<file path="config.mk">
export PLATFORM = sky130hd
export DESIGN_NAME = load_store_unit
export DESIGN_NICKNAME = d
export VERILOG_FILES = /design/src/rtl/lsu_pkg.sv /design/src/rtl/lsu_lane_unit.sv /design/src/rtl/load_store_unit.sv
export SDC_FILE = /design/constraint.sdc
export NUM_CORES = 1
export LEC_CHECK = 0
export ABC_AREA = 1
export CAP_MARGIN = 20
export CORE_MARGIN = 1.5
export CORE_UTILIZATION = 52
export CTS_BUF_LIST = sky130_fd_sc_hd__clkbuf_4 sky130_fd_sc_hd__clkbuf_8
export DETAILED_ROUTE_END_ITERATION = 12
export GPL_ROUTABILITY_DRIVEN = 1
export PLACE_DENSITY = 0.83
export SYNTH_ARGS = -nofsm -noshare
export SYNTH_HDL_FRONTEND = slang
export SYNTH_SLANG_ARGS = --single-unit
</file>
<file path="constraint.sdc">
create_clock -name clk -period 4.84 [get_ports clk]
set_input_delay 0.726 -clock clk [delete_from_list [all_inputs] [get_ports clk]]
set_output_delay 0.726 -clock clk [all_outputs]
set_load 0.01 [all_outputs]
</file>
<file path="src/rtl/lsu_pkg.sv">
// Shared definitions for the load/store unit: width codes, FSM states, fault codes.
package lsu_pkg;

    localparam logic [2:0] F3_B  = 3'b000;
    localparam logic [2:0] F3_H  = 3'b001;
    localparam logic [2:0] F3_W  = 3'b010;
    localparam logic [2:0] F3_BU = 3'b100;
    localparam logic [2:0] F3_HU = 3'b101;

    typedef enum logic [1:0] {
        ST_IDLE = 2'd0,
        ST_RD   = 2'd1,
        ST_WR   = 2'd2,
        ST_DONE = 2'd3
    } lsu_state_e;

    localparam logic [1:0] FLT_NONE  = 2'b00;
    localparam logic [1:0] FLT_MIS   = 2'b01;
    localparam logic [1:0] FLT_RANGE = 2'b10;
    localparam logic [1:0] FLT_ILL   = 2'b11;

    // Access size in bytes from the low two bits of funct3.
    function automatic logic [2:0] f3_size(input logic [1:0] width_code);
        case (width_code)
            2'b00:   f3_size = 3'd1;
            2'b01:   f3_size = 3'd2;
            default: f3_size = 3'd4;
        endcase
    endfunction

endpackage

</file>
<file path="src/rtl/lsu_lane_unit.sv">
// Byte/halfword lane handling: load extraction with extension and store merge
// into a fetched word. Purely combinational, little-endian lanes.
module lsu_lane_unit
    import lsu_pkg::*;
(
    input  logic [31:0] i_word,
    input  logic [1:0]  i_addr_lo,
    input  logic [2:0]  i_funct3,
    input  logic [31:0] i_store_val,
    output logic [31:0] o_load_val,
    output logic [31:0] o_merged
);

    logic [7:0]  w_byte;
    logic [15:0] w_half;

    always_comb begin
        case (i_addr_lo)
            2'd0:    w_byte = i_word[7:0];
            2'd1:    w_byte = i_word[15:8];
            2'd2:    w_byte = i_word[23:16];
            default: w_byte = i_word[31:24];
        endcase
        w_half = i_addr_lo[1] ? i_word[31:16] : i_word[15:0];

        case (i_funct3)
            F3_B:    o_load_val = {{24{w_byte[7]}}, w_byte};
            F3_BU:   o_load_val = {24'd0, w_byte};
            F3_H:    o_load_val = {{16{w_half[15]}}, w_half};
            F3_HU:   o_load_val = {16'd0, w_half};
            default: o_load_val = i_word;
        endcase

        o_merged = i_word;
        case (i_funct3)
            F3_B:    o_merged[{i_addr_lo, 3'b000} +: 8]   = i_store_val[7:0];
            F3_H:    o_merged[{i_addr_lo[1], 4'b0000} +: 16] = i_store_val[15:0];
            F3_W:    o_merged = i_store_val;
            default: o_merged = i_word;
        endcase
    end

endmodule

</file>
<file path="src/rtl/load_store_unit.sv">
// Multicycle load/store unit: byte/half/word access over a word-only memory,
// read-modify-write for sub-word stores, faulting of bad requests.
//
// state | meaning
// IDLE  | waiting for req; captures request and fault code
// RD    | memory word addressed; load result or merged store word taken at exit
// WR    | mem_write high for this single cycle
// DONE  | done pulse, fault presented
module load_store_unit
    import lsu_pkg::*;
#(
    parameter int MEM_BYTES = 65536
) (
    input  logic        clk,
    input  logic        rst,
    input  logic        req,
    input  logic        is_store,
    input  logic [2:0]  funct3,
    input  logic [31:0] addr,
    input  logic [31:0] store_data,
    output logic        busy,
    output logic        done,
    output logic [31:0] load_data,
    output logic [1:0]  fault,
    output logic [31:0] mem_adr,
    output logic [31:0] mem_write_data,
    output logic        mem_write,
    input  logic [31:0] mem_read_data
);

    localparam logic [32:0] MEM_LIMIT = 33'(MEM_BYTES);

    lsu_state_e  r_state;
    logic        r_is_store;
    logic [2:0]  r_funct3;
    logic [1:0]  r_addr_lo;
    logic [31:0] r_store_data;
    logic        r_busy;
    logic        r_done;
    logic        r_mem_write;
    logic [31:0] r_load_data;
    logic [1:0]  r_fault;
    logic [31:0] r_mem_adr;
    logic [31:0] r_mem_write_data;

    logic [2:0]  w_size;
    logic [32:0] w_end;
    logic        w_legal;
    logic        w_mis;
    logic [1:0]  w_fault;
    logic [31:0] w_load_val;
    logic [31:0] w_merged;

    always_comb begin
        w_size = f3_size(funct3[1:0]);
        w_end  = {1'b0, addr} + {30'd0, w_size};
        case (funct3)
            F3_B, F3_H, F3_W: w_legal = 1'b1;
            F3_BU, F3_HU:     w_legal = !is_store;
            default:          w_legal = 1'b0;
        endcase
        w_mis = ((funct3 == F3_H || funct3 == F3_HU) && addr[0]) ||
                (funct3 == F3_W && addr[1:0] != 2'b00);
        if (!w_legal)
            w_fault = FLT_ILL;
        else if (w_mis)
            w_fault = FLT_MIS;
        else if (w_end > MEM_LIMIT)
            w_fault = FLT_RANGE;
        else
            w_fault = FLT_NONE;
    end

    lsu_lane_unit u_lane (
        .i_word      (mem_read_data),
        .i_addr_lo   (r_addr_lo),
        .i_funct3    (r_funct3),
        .i_store_val (r_store_data),
        .o_load_val  (w_load_val),
        .o_merged    (w_merged)
    );

    // The merged store word is registered straight into mem_write_data at the
    // end of RD, so it doubles as the read buffer for the write-back.
    always_ff @(posedge clk or posedge rst) begin
        if (rst) begin
            r_state          <= ST_IDLE;
            r_is_store       <= 1'b0;
            r_funct3         <= 3'd0;
            r_addr_lo        <= 2'd0;
            r_store_data     <= 32'd0;
            r_busy           <= 1'b0;
            r_done           <= 1'b0;
            r_mem_write      <= 1'b0;
            r_load_data      <= 32'd0;
            r_fault          <= FLT_NONE;
            r_mem_adr        <= 32'd0;
            r_mem_write_data <= 32'd0;
        end else begin
            r_done      <= 1'b0;
            r_mem_write <= 1'b0;
            case (r_state)
                ST_IDLE: begin
                    if (req) begin
                        r_is_store   <= is_store;
                        r_funct3     <= funct3;
                        r_addr_lo    <= addr[1:0];
                        r_store_data <= store_data;
                        r_mem_adr    <= {addr[31:2], 2'b00};
                        r_fault      <= w_fault;
                        r_busy       <= 1'b1;
                        if (w_fault != FLT_NONE) begin
                            r_state <= ST_DONE;
                            r_done  <= 1'b1;
                        end else if (is_store && funct3 == F3_W) begin
                            r_state          <= ST_WR;
                            r_mem_write      <= 1'b1;
                            r_mem_write_data <= store_data;
                        end else begin
                            r_state <= ST_RD;
                        end
                    end
                end
                ST_RD: begin
                    if (r_is_store) begin
                        r_state          <= ST_WR;
                        r_mem_write      <= 1'b1;
                        r_mem_write_data <= w_merged;
                    end else begin
                        r_state     <= ST_DONE;
                        r_done      <= 1'b1;
                        r_load_data <= w_load_val;
                    end
                end
                ST_WR: begin
                    r_state <= ST_DONE;
                    r_done  <= 1'b1;
                end
                default: begin
                    r_state <= ST_IDLE;
                    r_busy  <= 1'b0;
                end
            endcase
        end
    end

    assign busy           = r_busy;
    assign done           = r_done;
    assign load_data      = r_load_data;
    assign fault          = r_fault;
    assign mem_adr        = r_mem_adr;
    assign mem_write_data = r_mem_write_data;
    assign mem_write      = r_mem_write;

endmodule

</file>
==> results_dict.tcl <==
set metrics [dict create \
    status "finished, final reports clean" \
    finalHoldViolations 0 \
    clk_path_buf_depth 2 \
    dp_hpwl_um 22600 \
    cts_resized 0 \
    static-leakage-power_nw 5.182 \
    antenna_left 0 \
    cts_root_buf "clkbuf_8" \
    syn_area_um2 8740 \
    cts_buffers 17 \
    cts_tree "done" \
    period_share 0.7605 \
    start_util 0.5289 \
    irDropWorstVdd_v 0.0003466 \
    postCtsHoldBufs 0 \
    post-cts-setup-buffers 0 \
    grt_pass1_wl_um 47870 \
    avgSynthCellArea_um2 7.003 \
    viasPerCell 5.693 \
    yosys-top-cells-area "dfrtp_1 (40%), nand2_1 (15%), o21ai_0 (10%)" \
    stdcell_area_um2 11290 \
    critPathMaxFanout 35 \
    dr.pass1.iters 5 \
    fp-row-count 47 \
    netlist_instances 1248 \
    drive_above_1_share 0.05385 \
    async_flop_share 1.000 \
    synth_flop_cell "dfrtp_1" \
    areaGrowthSynthToFinish_pct 29.15 \
    wl_per_cell_um 18.21 \
    finalSetupViolations 0 \
    period_needed_ns 3.681 \
    clock.fmax_ghz 0.2717 \
    finalCoreUtilization 0.6830 \
    drt_iter0_drc 993 \
    ios 204 \
    yosysUniqueCellTypes 46 \
    grt_overflow 0 \
    io_buffers 201 \
    insertion_delay_ns 0.46 \
    chipWidth_um 132.6 \
    slew_violations 0 \
    power_density_nw_per_um2 622.7 \
    die_h_um 132.6 \
    h-tree-depth 4 \
    grt_util_all_layers 0.3480 \
    cts_num_sinks 139 \
    placedInstanceArea_um2 10860 \
    synth_seq_cells 139 \
    critPathKind "in2reg" \
    core_region_area_um2 16520 \
    post-synth-top-area-cell "dfrtp_1" \
    grt_max_degree 91 \
    cap_violations 0 \
    hold_class "reg2reg" \
    worstSetupEndpointType "flip-flop" \
    ys_top_cells_by_count "nand2_1 (356), o21ai_0 (177), dfrtp_1 (139), inv_1 (134), nor2_1 (84)" \
    cp.arrival_ns 4.02 \
    skew_ns 0.01756 \
    rsz0062_at_grt "false" \
    synth_edf_count 0 \
    dieArea_um2 17590 \
    finalSetupTns_ns 0 \
    synth_top_area_share 0.3980 \
    num-nets-final 1534 \
    vias 9394 \
    cp.required_ns 5.18 \
    synth_most_common_cell "nand2_1" \
    gp_congestion 0.9737 \
    yosys_warnings 0 \
    drc 0 \
    n_antenna_cell 0 \
    cts.clk_slew.worst_paths_ns 0.08 \
    relSlewSlack 0.3625 \
    antenna_found_initial 0 \
    tightest_slew_ns 0.9562 \
    ys_seq_area_frac 0.3980 \
    grt_pass1_vias 9156 \
    drt_wl_total_um 30050 \
    cp-start-kind "primary input" \
]
critical path, cell delays in order:
cell and delay, ns:
clkdlybuf4s50_1 0.55, nor2_1 0.07, ha_1 0.23, fa_1 0.43, nand3_1 0.15, nand2_4 0.11
nand2_4 0.10, inv_1 0.08, nand2_1 0.12, nand2_1 0.06, nand2_1 0.06, nand3_1 0.07
nor2_1 0.13, nand2_1 0.10, nor2_4 0.12, nand3_4 0.09, nand2_4 0.31, nand2_4 0.30
nand2_1 0.14, nand2_1 0.07
layout make-up:
type | count | area, µm²
clock buffers | 18 | 241.5
repair buffers | 212 | 2102
fillers | 1450 | 5238
well taps | 220 | 275.3
flip-flops and latches | 139 | 3478
inverters | 142 | 538.0
multi-input cells | 905 | 4466
clock inverters | 14 | 186.4
final timing paths:
| kind | depth (start not counted) | slack [ns] | start | end |
|---|---|---|---|---|
| worst min register to register | 2 | 0.48 | mem_write_data[20]$_DFFE_PP0P_ | mem_write_data[20]$_DFFE_PP0P_ |
| worst max register to register | 11 | 1.30 | r_funct3[1]$_DFFE_PP0P_ | mem_write_data[1]$_DFFE_PP0P_ |
| max in group asynchronous | 3 | 3.12 | rst | mem_write_data[21]$_DFFE_PP0P_ |
| min in group asynchronous | 2 | 0.78 | rst | mem_adr[28]$_DFFE_PP0P_ |
| worst min-delay path | 2 | 0.48 | mem_write_data[20]$_DFFE_PP0P_ | mem_write_data[20]$_DFFE_PP0P_ |
| worst max-delay path | 20 | 1.16 | funct3[1] | mem_write_data[15]$_DFFE_PP0P_ |
placed cells by master (no fill, tap or decap), drive strengths merged:
cell	count
inv	144
nor2	96
o2111ai	1
a21oi	66
dfrtp	139
a32oi	12
nand3	77
a22oi	5
o221ai	3
ha	13
or2	2
nand4	7
buf	11
nand3b	1
o21ai	183
a2111oi	1
nand2	362
xnor2	1
clkinvlp	4
conb	2
o211ai	20
nor3	12
nor4	1
a221oi	5
o21bai	1
a41oi	8
o22ai	13
a21o	1
a211oi	3
fa	1
clkinv	5
clkbuf	18
clkdlybuf4s50	201
bufinv	3
a31oi	5
xor2	3
through the flow:
stage	std cells	power, mW	setup WS (ns)	hold slack, ns
floorplan	1249	4.365	0.3895	0.4492
CTS	1650	6.992	1.166	0.4806
detailed placement	1618	5.935	0.6889	0.4590
finish	1650	7.029	1.159	0.4775
global route	1650	7.546	0.8267	0.4983
global placement	1617	5.829	0.8088	0.4557
cell families after synthesis:
kind of cell    synth area share
fa+ha+maj                0.02090
xor+xnor                0.004009
buf+inv                  0.09306
other cells            0.0004291
compound gates            0.2139
flops                     0.3980
simple gates              0.2697
state kept, by name (all words and copies together), names as in the netlist:
register	cells
busy	1
done	1
fault	2
load_data	32
mem_adr	30
mem_write	1
mem_write_data	32
r_addr_lo	2
r_funct3	3
r_is_store	1
r_state	2
r_store_data	32
layer usage:
layer	track usage	share of wire	vias up
met3	0.07050	0.084	106
met5	0	0	-
met2	0.5817	0.47	524
met1	0.4370	0.40	4300
met4	0.1575	0.046	0
li1	-	-	4464
power by group:
| group | switching, mW | internal, mW |
|---|---|---|
| combinational | 2.29 | 1.56 |
| clock | 0.519 | 0.529 |
| sequential | 0.404 | 1.72 |
Note: power is estimated with default switching activity, not from simulation.
